===== src/rtl/snn_step_scheduler_if.sv =====
// rtl/snn_step_scheduler_if.sv - presynaptic spike input channel bundle
//
// Purpose: groups the N_IN spike input channels of snn_step_scheduler.
// Signals:
//   in_valid  [N_IN]     per-channel spike valid (source -> scheduler)
//   in_index  [N_IN*SW]  per-channel presynaptic index, channel k at [k*SW +: SW]
//   in_ready  [N_IN]     per-channel accept (scheduler -> source)
// Modports: master = spike source, slave = scheduler.
interface snn_step_scheduler_if #(
  parameter int N_IN = 4,
  parameter int SW   = 14
);
  logic [N_IN-1:0]    in_valid;
  logic [N_IN*SW-1:0] in_index;
  logic [N_IN-1:0]    in_ready;

  modport master (output in_valid, output in_index, input in_ready);
  modport slave  (input in_valid, input in_index, output in_ready);
endinterface


===== src/rtl/snn_step_scheduler.sv =====
// rtl/snn_step_scheduler.sv - time-multiplexed SNN step scheduler with spike FIFO
//
// Purpose: sequences neuron-SRAM read/write sweeps, one PROC sweep per step
// followed by one ACCU sweep per queued spike, for a programmed number of
// steps or free-running until stop. Spikes from N_IN channels are round-robin
// arbitrated into a FIFO in every state.
// Ports:
//   clk, reset        clock / asynchronous active-high reset
//   start, stop       run control (start sampled in IDLE, stop sticky while busy)
//   num_steps         steps to run, 0 = free-run
//   spk               spike input channels (slave modport)
//   c_neuron_index    neuron SRAM address (sweep index)
//   c_synapse_index   synapse row of the spike being accumulated
//   c_neuron_we       neuron SRAM write enable (write phase)
//   c_accumulate      1 = accumulator sweep, 0 = updater sweep
//   network_time      completed steps
//   fifo_level        spike FIFO occupancy
//   busy, done        run status / 1-cycle pulse on return to IDLE
module snn_step_scheduler #(
  parameter int NR_DEPTH         = 16,
  parameter int SR_DEPTH         = 16384,
  parameter int N_IN             = 4,
  parameter int FIFO_DEPTH       = 8,
  parameter int MAX_NETWORK_TIME = 65536,
  localparam int NW = $clog2(NR_DEPTH),
  localparam int SW = $clog2(SR_DEPTH),
  localparam int TW = $clog2(MAX_NETWORK_TIME),
  localparam int LW = $clog2(FIFO_DEPTH) + 1
) (
  input  logic                   clk,
  input  logic                   reset,
  input  logic                   start,
  input  logic                   stop,
  input  logic [TW-1:0]          num_steps,
  snn_step_scheduler_if.slave    spk,
  output logic [NW-1:0]          c_neuron_index,
  output logic [SW-1:0]          c_synapse_index,
  output logic                   c_neuron_we,
  output logic                   c_accumulate,
  output logic [TW-1:0]          network_time,
  output logic [LW-1:0]          fifo_level,
  output logic                   busy,
  output logic                   done
);

  localparam int AW = $clog2(FIFO_DEPTH);
  localparam int RW = (N_IN > 1) ? $clog2(N_IN) : 1;

  typedef enum logic [1:0] {S_IDLE, S_PROC, S_ACCU} state_t;

  state_t        state_q, state_d;
  logic [NW-1:0] idx_q, idx_d;
  logic          phase_q, phase_d;
  logic [SW-1:0] syn_q, syn_d;
  logic [TW-1:0] time_q, time_d;
  logic [TW-1:0] steps_q, steps_d;
  logic          stop_flag_q, stop_flag_d;
  logic          done_q, done_d;
  logic [RW-1:0] rr_q, rr_d;
  logic [AW-1:0] wr_q, wr_d, rd_q, rd_d;
  logic [LW-1:0] count_q, count_d;
  logic [SW-1:0] mem_q [FIFO_DEPTH];

  logic          full, empty, push, pop, sweep_last;
  logic [RW-1:0] grant_idx;
  logic [SW-1:0] push_data;
  logic [TW-1:0] time_inc;

  assign full  = (count_q == LW'(FIFO_DEPTH));
  assign empty = (count_q == '0);

  // Round-robin arbiter: first valid channel at/after rr_q wins. Readiness
  // looks only at full, so a same-cycle pop never opens a slot early.
  always_comb begin
    push      = 1'b0;
    grant_idx = '0;
    if (!full) begin
      for (int off = 0; off < N_IN; off++) begin
        if (!push && spk.in_valid[(int'(rr_q) + off) % N_IN]) begin
          push      = 1'b1;
          grant_idx = RW'((int'(rr_q) + off) % N_IN);
        end
      end
    end
  end

  assign spk.in_ready = push ? (N_IN'(1) << grant_idx) : '0;
  assign push_data    = spk.in_index[int'(grant_idx)*SW +: SW];

  always_comb begin
    rr_d = rr_q;
    if (push) rr_d = (int'(grant_idx) == N_IN - 1) ? '0 : grant_idx + RW'(1);
  end

  assign sweep_last = phase_q && (idx_q == NW'(NR_DEPTH - 1));
  assign time_inc   = (time_q == TW'(MAX_NETWORK_TIME - 1)) ? '0 : time_q + TW'(1);

  // Sequencer. STEP_END is folded into the last write cycle of a sweep so
  // back-to-back steps run without a gap.
  always_comb begin
    state_d     = state_q;
    idx_d       = idx_q;
    phase_d     = phase_q;
    syn_d       = syn_q;
    time_d      = time_q;
    steps_d     = steps_q;
    stop_flag_d = stop_flag_q;
    done_d      = 1'b0;
    pop         = 1'b0;
    case (state_q)
      S_IDLE: begin
        if (start) begin
          state_d     = S_PROC;
          idx_d       = '0;
          phase_d     = 1'b0;
          steps_d     = num_steps;
          stop_flag_d = 1'b0;
        end
      end
      default: begin
        if (stop) stop_flag_d = 1'b1;
        if (!sweep_last) begin
          phase_d = !phase_q;
          if (phase_q) idx_d = idx_q + NW'(1);
        end else begin
          idx_d   = '0;
          phase_d = 1'b0;
          if (!empty) begin
            pop     = 1'b1;
            syn_d   = mem_q[rd_q];
            state_d = S_ACCU;
          end else begin
            time_d  = time_inc;
            state_d = S_PROC;
            // A stop arriving on the final cycle still ends this step.
            if (stop_flag_q || stop || (steps_q != '0 && time_inc == steps_q)) begin
              state_d     = S_IDLE;
              done_d      = 1'b1;
              stop_flag_d = 1'b0;
            end
          end
        end
      end
    endcase
  end

  always_comb begin
    wr_d    = push ? wr_q + AW'(1) : wr_q;
    rd_d    = pop  ? rd_q + AW'(1) : rd_q;
    count_d = count_q + LW'(push) - LW'(pop);
  end

  always_ff @(posedge clk or posedge reset) begin
    if (reset) begin
      state_q     <= S_IDLE;
      idx_q       <= '0;
      phase_q     <= 1'b0;
      syn_q       <= '0;
      time_q      <= '0;
      steps_q     <= '0;
      stop_flag_q <= 1'b0;
      done_q      <= 1'b0;
      rr_q        <= '0;
      wr_q        <= '0;
      rd_q        <= '0;
      count_q     <= '0;
      for (int i = 0; i < FIFO_DEPTH; i++) mem_q[i] <= '0;
    end else begin
      state_q     <= state_d;
      idx_q       <= idx_d;
      phase_q     <= phase_d;
      syn_q       <= syn_d;
      time_q      <= time_d;
      steps_q     <= steps_d;
      stop_flag_q <= stop_flag_d;
      done_q      <= done_d;
      rr_q        <= rr_d;
      wr_q        <= wr_d;
      rd_q        <= rd_d;
      count_q     <= count_d;
      if (push) mem_q[wr_q] <= push_data;
    end
  end

  assign busy            = (state_q != S_IDLE);
  assign c_neuron_index  = idx_q;
  assign c_neuron_we     = phase_q & busy;
  assign c_accumulate    = (state_q == S_ACCU);
  assign c_synapse_index = syn_q;
  assign network_time    = time_q;
  assign fifo_level      = count_q;
  assign done            = done_q;

endmodule


===== src/flat_wrapper.sv =====
// flat-port wrapper written by rule: the top's interface ports become plain ports
module snn_step_scheduler_flat 
#(
  parameter int NR_DEPTH         = 16,
  parameter int SR_DEPTH         = 16384,
  parameter int N_IN             = 4,
  parameter int FIFO_DEPTH       = 8,
  parameter int MAX_NETWORK_TIME = 65536,
  localparam int NW = $clog2(NR_DEPTH),
  localparam int SW = $clog2(SR_DEPTH),
  localparam int TW = $clog2(MAX_NETWORK_TIME),
  localparam int LW = $clog2(FIFO_DEPTH) + 1
)
  (clk, reset, start, stop, num_steps, c_neuron_index, c_synapse_index, c_neuron_we, c_accumulate, network_time, fifo_level, busy, done, spk_in_valid, spk_in_index, spk_in_ready);
  snn_step_scheduler_if #(.N_IN(N_IN), .SW(($clog2((16384))))) spk_i ();
  input  logic clk;
  input  logic reset;
  input  logic start;
  input  logic stop;
  input  logic [TW-1:0] num_steps;
  output logic [NW-1:0] c_neuron_index;
  output logic [SW-1:0] c_synapse_index;
  output logic c_neuron_we;
  output logic c_accumulate;
  output logic [TW-1:0] network_time;
  output logic [LW-1:0] fifo_level;
  output logic busy;
  output logic done;
  input wire logic [$bits(spk_i.in_valid)-1:0] spk_in_valid;
  input wire logic [$bits(spk_i.in_index)-1:0] spk_in_index;
  output wire logic [$bits(spk_i.in_ready)-1:0] spk_in_ready;
  assign spk_i.in_valid = spk_in_valid;
  assign spk_i.in_index = spk_in_index;
  assign spk_in_ready = spk_i.in_ready;
  snn_step_scheduler #(.NR_DEPTH(NR_DEPTH), .SR_DEPTH(SR_DEPTH), .N_IN(N_IN), .FIFO_DEPTH(FIFO_DEPTH), .MAX_NETWORK_TIME(MAX_NETWORK_TIME)) u_core (.clk(clk), .reset(reset), .start(start), .stop(stop), .num_steps(num_steps), .spk(spk_i), .c_neuron_index(c_neuron_index), .c_synapse_index(c_synapse_index), .c_neuron_we(c_neuron_we), .c_accumulate(c_accumulate), .network_time(network_time), .fifo_level(fifo_level), .busy(busy), .done(done));
endmodule

===== config.mk =====
export PLATFORM = sky130hd
export DESIGN_NAME = snn_step_scheduler_flat
export DESIGN_NICKNAME = d
export VERILOG_FILES = /design/src/rtl/snn_step_scheduler_if.sv /design/src/rtl/snn_step_scheduler.sv /design/src/flat_wrapper.sv
export SDC_FILE = /design/constraint.sdc
export NUM_CORES = 1
export LEC_CHECK = 0
export BUFFER_PORTS_ARGS = -buffer_cell sky130_fd_sc_hd__clkbuf_2
export CAP_MARGIN = 5
export CELL_PAD_IN_SITES_DETAIL_PLACEMENT = 2
export CELL_PAD_IN_SITES_GLOBAL_PLACEMENT = 2
export CORE_UTILIZATION = 41
export CTS_BUF_LIST = sky130_fd_sc_hd__clkbuf_8
export DETAILED_ROUTE_END_ITERATION = 10
export PLACE_DENSITY_LB_ADDON = 0.1
export SLEW_MARGIN = 20
export SYNTH_ARGS = -nofsm -noshare
export SYNTH_HDL_FRONTEND = slang
export SYNTH_SLANG_ARGS = --single-unit
export TNS_END_PERCENT = 1

===== constraint.sdc =====
create_clock -name clk -period 6.5 [get_ports clk]
set_clock_uncertainty 0.1 [all_clocks]
set_input_delay 0.325 -clock clk [delete_from_list [all_inputs] [get_ports clk]]
set_output_delay 0.325 -clock clk [all_outputs]
set_load 0.1 [all_outputs]

### Word-level counts from Yosys, hierarchy flattened

Index checks and enable logic that the tools add are counted.

| operators by class | value |
|---|---|
| $add $sub $neg | 10 |
| $mul | 1 |
| divide/modulo/power cells | 0 |
| magnitude comparators | 7 |
| eq/ne operators | 7 |
| shift-type cells | 2 |
| muxes and demuxes | 57 |
| bitwise operators | 8 |
| reduce and logical (&&, ||, !) cells | 26 |

Operators by type and width:

| kind | number |
|---|---|
| $bwmux W112 | 1 |
| $shiftx A56 B32 Y14 | 1 |
| $bmux W14 S3 | 1 |
| $demux W14 S3 | 1 |
| $mux W14 | 3 |
| $mux W1 | 31 |
| $mux W2 | 10 |
| $mux W4 | 5 |
| $add A16 B1 Y16 const B | 1 |
| $eq A16 B16 Y1 | 1 |
| $eq A16 B16 Y1 const B | 1 |
| $mux W16 | 1 |
| $reduce_bool A16 Y1 | 1 |
| $lt A3 B4 Y1 const B | 3 |
| $bmux W1 S2 | 4 |
| $eq A4 B4 Y1 const B | 2 |
| $ge A4 B4 Y1 const B | 2 |
| $not A3 Y4 | 2 |
| $add A3 B1 Y3 const B | 2 |
| $logic_and A1 B1 Y1 | 6 |
| $reduce_and A2 Y1 | 3 |
| $reduce_and A3 Y1 | 2 |
| $reduce_or A2 Y1 | 3 |
| $mul A2 B3 Y5 const B | 1 |
| other kinds (20) | 30 |

| word-level totals | value |
|---|---|
| register bits after elaboration | 179 |
| bits in latches | 0 |
| RAM bits | 0 |
| memory bits (read-only) | 0 |
| input bits | 80 |
| output and inout bits | 46 |
| word-level logic and storage cells | 138 |
| memories | 0 |

### Longest topological paths before layout

Gate-level depths: netlist (run 1).

| depth | value |
|---|---|
| depth after elaboration | 20 |
| mapped depth | 13 |
| depth with buffers taken out | 11 |

### Least setup slack after synthesis (run 1)

Ideal clock, no wire load.

| path | value |
|---|---|
| path kind | reg-to-reg |
| start point | register u_core.state_q[0] |
| end point | register u_core.count_q[1] (netlist: u_core.fifo_level[1]) |
| library setup time | 114 ps |
| arrival | 3514 ps |
| slack | 2771 ps |
| stages on the path, launching flop included | 14 |
| path buffers | 2 |
| period minus slack after synthesis | 3729 ps |
| path through | dfrtp_1 nor2_1 inv_1 and2_1 buf_4 nand4_1 a21oi_1 clkbuf_1 ha_1 inv_1 ha_1 inv_1 fa_1 inv_1 |

| on the way | value |
|---|---|
| cells in the longest elaborated chain, start to end | 3 |

Ends and longest elaborated chain:

| item | line | RTL |
|---|---|---|
| from (decl) | snn_step_scheduler.sv:51 | `state_t state_q, state_d;` |
| from (signal assigned) | snn_step_scheduler.sv:169 | `state_q <= state_d;` |
| $logic_not A2 Y1 | snn_step_scheduler.sv:110 | `case (state_q)` |
| $mux W1 | snn_step_scheduler.sv:110 |  |
| net u_core.pop | snn_step_scheduler.sv:64 | `logic full, empty, push, pop, sweep_last;` |
| $sub A4 B1 Y4 | snn_step_scheduler.sv:150 | `count_d = count_q + LW'(push) - LW'(pop);` |
| net u_core.count_d[1] | snn_step_scheduler.sv:61 | `logic [LW-1:0] count_q, count_d;` |
| to (signal assigned) | snn_step_scheduler.sv:180 | `count_q <= count_d;` |
| to (decl) | snn_step_scheduler.sv:61 |  |

The timed path passes the listed nets, and every way through them passes these cells.
A chain may end at the register's enable or synchronous reset.

### Worst setup path in the final report (run 1)

| path | value |
|---|---|
| start point | register u_core.count_q[2] (netlist: u_core.fifo_level[2]) |
| end point | output spk_in_ready[1] |

| on the way | value |
|---|---|
| cells in the longest elaborated chain, start to end | 4 |

Ends and longest elaborated chain:

| item | line | RTL |
|---|---|---|
| $eq A4 B4 Y1 * | snn_step_scheduler.sv:69 | `assign full = (count_q == LW'(FIFO_DEPTH));` |
| $mux W2 | snn_step_scheduler.sv:77 | `if (!full) begin` |
| $shl A1 B2 Y4 | snn_step_scheduler.sv:87 | `assign spk.in_ready = push ? (N_IN'(1) << grant_idx) : '0;` |
| $mux W4 * | snn_step_scheduler.sv:87 |  |
| to (decl) | flat_wrapper.sv:31 | `output wire logic [$bits(spk_i.in_ready)-1:0] spk_in_ready;` |

Every way passes the cells marked *; elsewhere a longest branch is shown, timed or not.

==> qor.csv, run 1 <==
stage;metric;value;unit
die;num rows;53;
global_route;grt met1 use;0.313;
placement;IO Port Bufs;125;
drt;wire per inst;23.2;um
synth;Synth Cell Area;0.00899;sq mm
synth;Synth Area per Inst;13.1;sq um
flow_run;max cap viols;0;
global_route;vias in the first global route;7234;
setup_path;Max FO, Critical Path;17;
cts;htree depth;4;
die;Die Area;0.0225;sq mm
cts;CTS root buffer;clkbuf_8;
setup_path;Arrival @ worst endpoint;3.31;ns
sta;Post-Route Setup TNS;0;ns
hold_path;Hold Crit Class;in -> reg;
synth;Post-synth EDFFs;0;
setup_path;biggest cell delay along the critical path;0.56;ns
global_route;met2 Use GR;0.432;
global_route;gr usage total;0.246;
run_status;outcome;complete, no violations;
cts;clock buffer count from CTS;17;
cts;CTS Buffer Depth;2;
setup_path;Crit. End Element;primary output;
sta;fmax;268;MHz
drt;vias;6315;
die;die width;150;um
global_route;first-pass GRT wire length;41.2;mm
cts;Clock Pin Slew Worst Setup and Hold Paths;0.11;ns
setup_path;Worst EP required;6.07;ns
cts;CTS tree;done;
global_route;antenna violations before repair;0;
drt;Routed Antenna Nets;0;
power;Max IR drop VDD;259;uV
setup_path;Worst setup SP type;register;
placement;GP Congestion;0.835;
synth;register area share after synthesis;0.498;
synth;#FFs+latches synth;179;
final_layout;most frequent cells in the layout;dfrtp_1, mux2_2, clkbuf_2, nor2_1, mux4_2;
drt;Post-route DRC;0;
cts;post-CTS setup buffer count;0;
final_layout;leading cell type in the layout, fill and taps excluded;dfrtp_1;
global_route;largest net degree at the start of global routing;73;
drt;detailed-route vias per instance;5.71;
sta;final worst path period share;0.574;
sta;slew margin rel.;0.288;
synth;Synth Instances;687;
setup_path;critical path class;reg -> out;
power;Pleak;0.00447;uW
drt;Initial DRC Count;231;
sta;slew at the pin with the worst max-slew slack;1.07;ns
sta;final setup margin;2.77;ns
global_route;met3 Usage GRT;0.0348;
placement;dpl ws;3.14;ns
setup_path;slowest cell on the critical path;o221ai_4;
drt;DR pass1 iterations;4;
synth;synth unique cells;51;
cts;cts repair resizes;0;
final_layout;area delta synth->final;16.6;%
die;die height;150;um
sta;setup repair after global routing missed its margin;false;
sta;final hold violation count;0;
die;Ports;126;
final_layout;antenna cell count;0;
synth;Top FF cell, synth;dfrtp_1;
setup_path;worst reg2reg path depth;12;
die;starting density of the core;0.422;
cts;Sink Count;179;
final_layout;Final nets;913;
setup_path;R2R Setup Slk;3.13;ns
global_route;Top Usage Layer GRT;met2;
global_route;Overflow after GRT;0;
sta;Slew Viols, Final;0;
sta;fin crit period;3.73;ns
cts;worst-skew pair later-pin latency;0.48;ns
final_layout;layout cell share with drive strength beyond 1;0.430;
synth;ys async rst share;1.00;
setup_path;CP Cell Sequence;inv_1 -> ha_1 -> a32oi_4 -> o221ai_4 -> inv_1 -> ha_1 -> and2_1 -> clkbuf_2;
placement;Final HPWL DP;17.4;mm
synth;YS warnings;0;
drt;Routed WL;25.7;mm
die;Placeable Area;0.0213;sq mm
power;PD cells;506;mW/mm^2
hold_path;hold path depth;2;
sta;Final setup viols;0;
synth;syn_nets;782;
## Yosys cell counts (all sizes together), types with 3 or more instances
| library cell | instances | area share |
|---|---|---|
| nor2b | 3 | 0.0021 |
| xor2 | 11 | 0.011 |
| mux2i | 17 | 0.019 |
| and2 | 8 | 0.0056 |
| buf | 13 | 0.0085 |
| nor3 | 6 | 0.0039 |
| nor3b | 3 | 0.0025 |
| mux2 | 130 | 0.16 |
| a31oi | 3 | 0.0021 |
| o2111ai | 3 | 0.0029 |
| a21oi | 22 | 0.012 |
| nand3 | 8 | 0.0045 |
| nand4 | 12 | 0.011 |
| nand4b | 3 | 0.0029 |
| o31ai | 5 | 0.0042 |
| clkbuf | 24 | 0.010 |
| xnor2 | 18 | 0.018 |
| nor4 | 9 | 0.0063 |
| or3 | 4 | 0.0028 |
| a21o | 3 | 0.0025 |
| o21ai | 28 | 0.016 |
| nand2 | 26 | 0.011 |
| inv | 21 | 0.0088 |
| dfrtp | 179 | 0.50 |
| ha | 14 | 0.019 |
| mux4 | 42 | 0.11 |
| nor2 | 43 | 0.018 |
| and3 | 4 | 0.0028 |
## cell families (layout without fill, tap and decap cells)
group | count (synthesis) | after routing | share of synthesized area
muxes | 189 | 189 | 0.287
DFF | 179 | 179 | 0.498
buffers and inverters | 58 | 202 | 0.0273
adders and majority gates | 15 | 15 | 0.0217
AOI/OAI and AO/OA | 79 | 79 | 0.0570
xor gates and xnor gates | 29 | 29 | 0.0283
and+or+nand+nor | 138 | 138 | 0.0802
## layer usage
layer	up-vias	wire, um
met4	0	420
li1	2797	-
met1	3367	11100
met2	123	13500
met5	-	0
met3	28	673
## layout make-up
class / count / area (sq um)
well taps: 275 / 344
multi-input cells: 450 / 4330
fillers: 2119 / 10800
clock inverters: 15 / 163
repair buffers: 149 / 846
inverters: 21 / 83.8
clock buffers: 17 / 234
flip-flops and latches: 179 / 4490
## flip-flops by register name, indices dropped and copies added, names as in the netlist
name	cells
u_core.steps_q	16
u_core.rd_q	3
u_core.done	1
u_core.network_time	16
u_core.fifo_level	4
u_core.stop_flag_q	1
u_core.c_neuron_index	4
u_core.wr_q	3
u_core.phase_q	1
u_core.rr_q	2
u_core.state_q	2
u_core.mem_q	112
u_core.c_synapse_index	14
## worst max-delay path: cells and delay by family, from the launching register on
kind                     cells  cell delay, ns
buffers and inverters        3            0.79
flip-flops                   1            0.37
AND/OR/NAND/NOR              1            0.12
adder cells (fa/ha/maj)      2            0.42
AO/OA/AOI/OAI                2            1.11
## final timing paths
check | from | to
min in group asynchronous | reset | u_core.c_neuron_index[3]
max in group asynchronous | reset | u_core.rd_q[1]
max | u_core.fifo_level[2] | spk_in_ready[1]
min reg2reg | u_core.mem_q[56] | u_core.mem_q[56]
max reg2reg | u_core.state_q[0] | u_core.fifo_level[2]
min | num_steps[6] | u_core.steps_q[6]
## power breakdown
| part | switching [uW] | internal, uW | leakage (uW) |
|---|---|---|---|
| clock | 464 | 322 | 0.000196 |
| combinational | 1430 | 1050 | 0.00209 |
| sequential | 408 | 1620 | 0.00218 |
## repair_timing
item | 4_1_cts | 5_1_grt
endpoints found under the hold margin | 85 | 0
hold buffers | 16 | 0
endpoints found under the setup margin | 0 | 0
## through the flow
| step | hold WS (ns) | instance area [sq um] | std cells | utilization | total power [uW] |
|---|---|---|---|---|---|
| 3_5_place_dp | 0.388 | 9920 | 1058 | 0.466 | 4540 |
| 3_3_place_gp | 0.377 | 9920 | 1058 | 0.466 | 4340 |
| 4_1_cts | 0.00698 | 10500 | 1106 | 0.492 | 5360 |
| 2_1_floorplan | 0.342 | 8990 | 687 | - | 3860 |
| 6_report | 0.0388 | 10500 | 1106 | 0.492 | 5300 |
| 5_1_grt | 0.00198 | 10500 | 1106 | 0.492 | 5620 |
Power figures use the tool's default switching activity.
==> inputs of run 2 (changes only) <==
--- a/config.mk
+++ b/config.mk
@@ -9,7 +9,7 @@
 export CAP_MARGIN = 5
 export CELL_PAD_IN_SITES_DETAIL_PLACEMENT = 2
 export CELL_PAD_IN_SITES_GLOBAL_PLACEMENT = 2
-export CORE_UTILIZATION = 41
+export CORE_UTILIZATION = 37
 export CTS_BUF_LIST = sky130_fd_sc_hd__clkbuf_8
 export DETAILED_ROUTE_END_ITERATION = 10
 export PLACE_DENSITY_LB_ADDON = 0.1
==> constraint.sdc (replaced) <==
create_clock -name clk -period 3.4 [get_ports clk]
set_clock_uncertainty 0.1 [all_clocks]
set_input_delay 0.17 -clock clk [delete_from_list [all_inputs] [get_ports clk]]
set_output_delay 0.17 -clock clk [all_outputs]
set_load 0.1 [all_outputs]
==> qor.csv, run 2 (synthesis gave the netlist of run 1 again) <==
stage;metric;value;unit;change
power;Pleak;0.00456;uW;+2.1%
power;clock power share;0.146;;-0.002
drt;Routed Antenna Nets;0;;unchanged
placement;DP Area;0.0100;sq mm;+1.3%
drt;vias;6284;;-0.49%
power;Sequential Power Share;0.375;;-0.007
drt;Post-route DRC;0;;unchanged
setup_path;Worst setup SP type;register;;
setup_path;critical path class;reg -> out;;
sta;setup repair after global routing missed its margin;false;;
setup_path;CP Launch Point;u_core.rr_q[1];;
cts;CTS Buffer Depth;2;;unchanged
final_layout;Final nets;930;;+1.9%
sta;slew at the pin with the worst max-slew slack;1.12;ns;+0.0516 ns
final_layout;fillers;2384;;+13%
global_route;first-pass GRT wire length;39.9;mm;-3.1%
setup_path;Worst EP required;3.13;ns;-2.94 ns
placement;dpl ws;0.432;ns;-2.71 ns
power;Max IR drop VDD;754;uV;+190%
power;Sw Share;0.431;;-0.00446
sta;Slew Viols, Final;0;;unchanged
drt;DR pass1 iterations;4;;unchanged
power;PD cells;945;mW/mm^2;+87%
final_layout;area delta synth->final;18.6;%;
drt;Initial DRC Count;281;;+22%
final_layout;leading cell type in the layout, fill and taps excluded;dfrtp_1;;
final_layout;register area;0.00448;sq mm;-0.11%
power;Net Sw Power;4340;uW;+88%
hold_path;Worst Min Path Start;spk_in_valid[3];;
power;Pwr Total;10100;uW;+90%
die;Die Area;0.0249;sq mm;+11%
drt;detailed-route vias per instance;5.38;;-5.7%
cts;CTS root buffer;clkbuf_8;;
sta;fin crit period;3.08;ns;
sta;Post-Route Setup TNS;0;ns;unchanged
final_layout;most frequent cells in the layout;dfrtp_1, mux2_2, clkbuf_2, nor2_1, mux4_2;;
placement;GP Congestion;0.802;;-3.9%
final_layout;Reg with most FFs;u_core.mem_q;;
die;num rows;56;;+5.7%
sta;final setup margin;0.317;ns;-2.45 ns
die;die width;158;um;+5.2%
sta;slew margin rel.;0.255;;-0.0337
final_layout;antenna cell count;0;;unchanged
cts;htree depth;4;;unchanged
global_route;antenna violations before repair;0;;unchanged
setup_path;Crit. End Element;primary output;;
sta;final hold violation count;0;;unchanged
final_layout;area of the multi-input gates;0.00430;sq mm;-0.61%
cts;Clock Pin Slew Worst Setup and Hold Paths;0.11;ns;about the same
die;Ports;126;;unchanged
placement;IO Port Bufs;125;;unchanged
setup_path;Max FO, Critical Path;15;;-2
run_status;outcome;complete, no violations;;
global_route;gr usage total;0.215;;-0.0308
global_route;largest net degree at the start of global routing;180;;+150%
cts;clock buffer count from CTS;17;;unchanged
die;die height;158;um;+5.2%
die;starting density of the core;0.381;;-0.0416
cts;Sink Count;179;;unchanged
setup_path;Arrival @ worst endpoint;2.81;ns;-0.50 ns
final_layout;Largest register FFs;112;;unchanged
flow_run;max cap viols;0;;unchanged
power;Logic pwr share;0.479;;+0.010
drt;wire per inst;21.6;um;-7.0%
placement;Final HPWL DP;17.1;mm;-1.9%
final_layout;layout cell share with drive strength beyond 1;0.430;;+0.000822
sta;fmax;324;MHz;
global_route;vias in the first global route;7021;;-2.9%
cts;worst-skew pair later-pin latency;0.47;ns;about the same
setup_path;Worst R2R Start;u_core.state_q[0];;
sta;Final setup viols;0;;unchanged
final_layout;cell area after layout;0.0107;sq mm;+1.7%
drt;Routed WL;25.2;mm;-1.9%
die;Placeable Area;0.0236;sq mm;+11%
power;Power Internal;5730;uW;+91%
cts;CTS tree;done;;
global_route;Overflow after GRT;0;;unchanged
sta;final worst path period share;0.907;;
sta;Hold Slack;0.103;ns;+0.0641 ns
hold_path;Hold Crit Class;in -> reg;;
-- run 2: cell count changes in the layout (fill, tap and decap cells not counted), moves of 2 or more --
| cell | delta |
|---|---|
| buf_12 | +2 |
| buf_4 | +11 |
| dfrtp_1 | +2 |
| dlygate4sd3_1 | +4 |
| inv_6 | -7 |
| inv_8 | +6 |
| nor3b_2 | +2 |
| nor3b_4 | -2 |
-- run 2: critical path, stage by stage (launching register included) --
cell and delay, ns:
dfrtp_1 0.45, nand3b_1 0.20, o21ai_0 0.10, nand2_1 0.08, a222oi_1 0.36, buf_4 0.35
inv_1 0.10, ha_1 0.18, and2_1 0.14, clkbuf_2 0.36
-- run 2: final timing paths --
check,endpoint,slack (ns),cells past startpoint
max,spk_in_ready[1],0.32,9
min,u_core.rr_q[0],0.10,4
max reg2reg,u_core.fifo_level[3],0.42,11
min reg2reg,u_core.mem_q[61],0.41,1
max in group asynchronous,u_core.mem_q[61],2.00,4
min in group asynchronous,u_core.rr_q[0],0.27,4
-- run 2: power by group through the flow --
stage,clock [uW],sequential [uW],combinational (uW)
2_1_floorplan,0,4280,3110
3_3_place_gp,0,3720,4610
3_5_place_dp,0,3840,4850
4_1_cts,1530,3790,4910
5_1_grt,1610,3930,5200
6_report,1470,3780,4820
-- run 2: area by class of cell --
cell class | instances | share of cell area
flip-flops and latches | 179 | 0.420
clock buffers | 17 | 0.0219
inverters | 21 | 0.00775
repair buffers | 166 | 0.0946
multi-input cells | 450 | 0.403
clock inverters | 15 | 0.0148
well taps | 319 | 0.0374
-- run 2: per-stage QoR --
| stage | util | std cells |
|---|---|---|
| global placement | 0.425 | 1112 |
| CTS | 0.452 | 1167 |
| global route | 0.452 | 1167 |
| detailed placement | 0.425 | 1112 |
| finish | 0.452 | 1167 |
| floorplan | - | 687 |
-- run 2: metal layers --
metal | vias up | part of all wire | global-route usage
met5 | - | 0 | 0
met4 | 0 | 0.020 | 0.0698
met3 | 31 | 0.026 | 0.0323
met2 | 114 | 0.53 | 0.385
met1 | 3313 | 0.42 | 0.265
li1 | 2826 | - | -
-- run 2: repair_timing --
action | in CTS | in global routing
hold buffers | 20 | 0
setup buffers | 3 | 0
resized for setup | 0 | 0
hold endpoints to repair | 199 | 0
endpoints found under the setup margin | 2 | 0
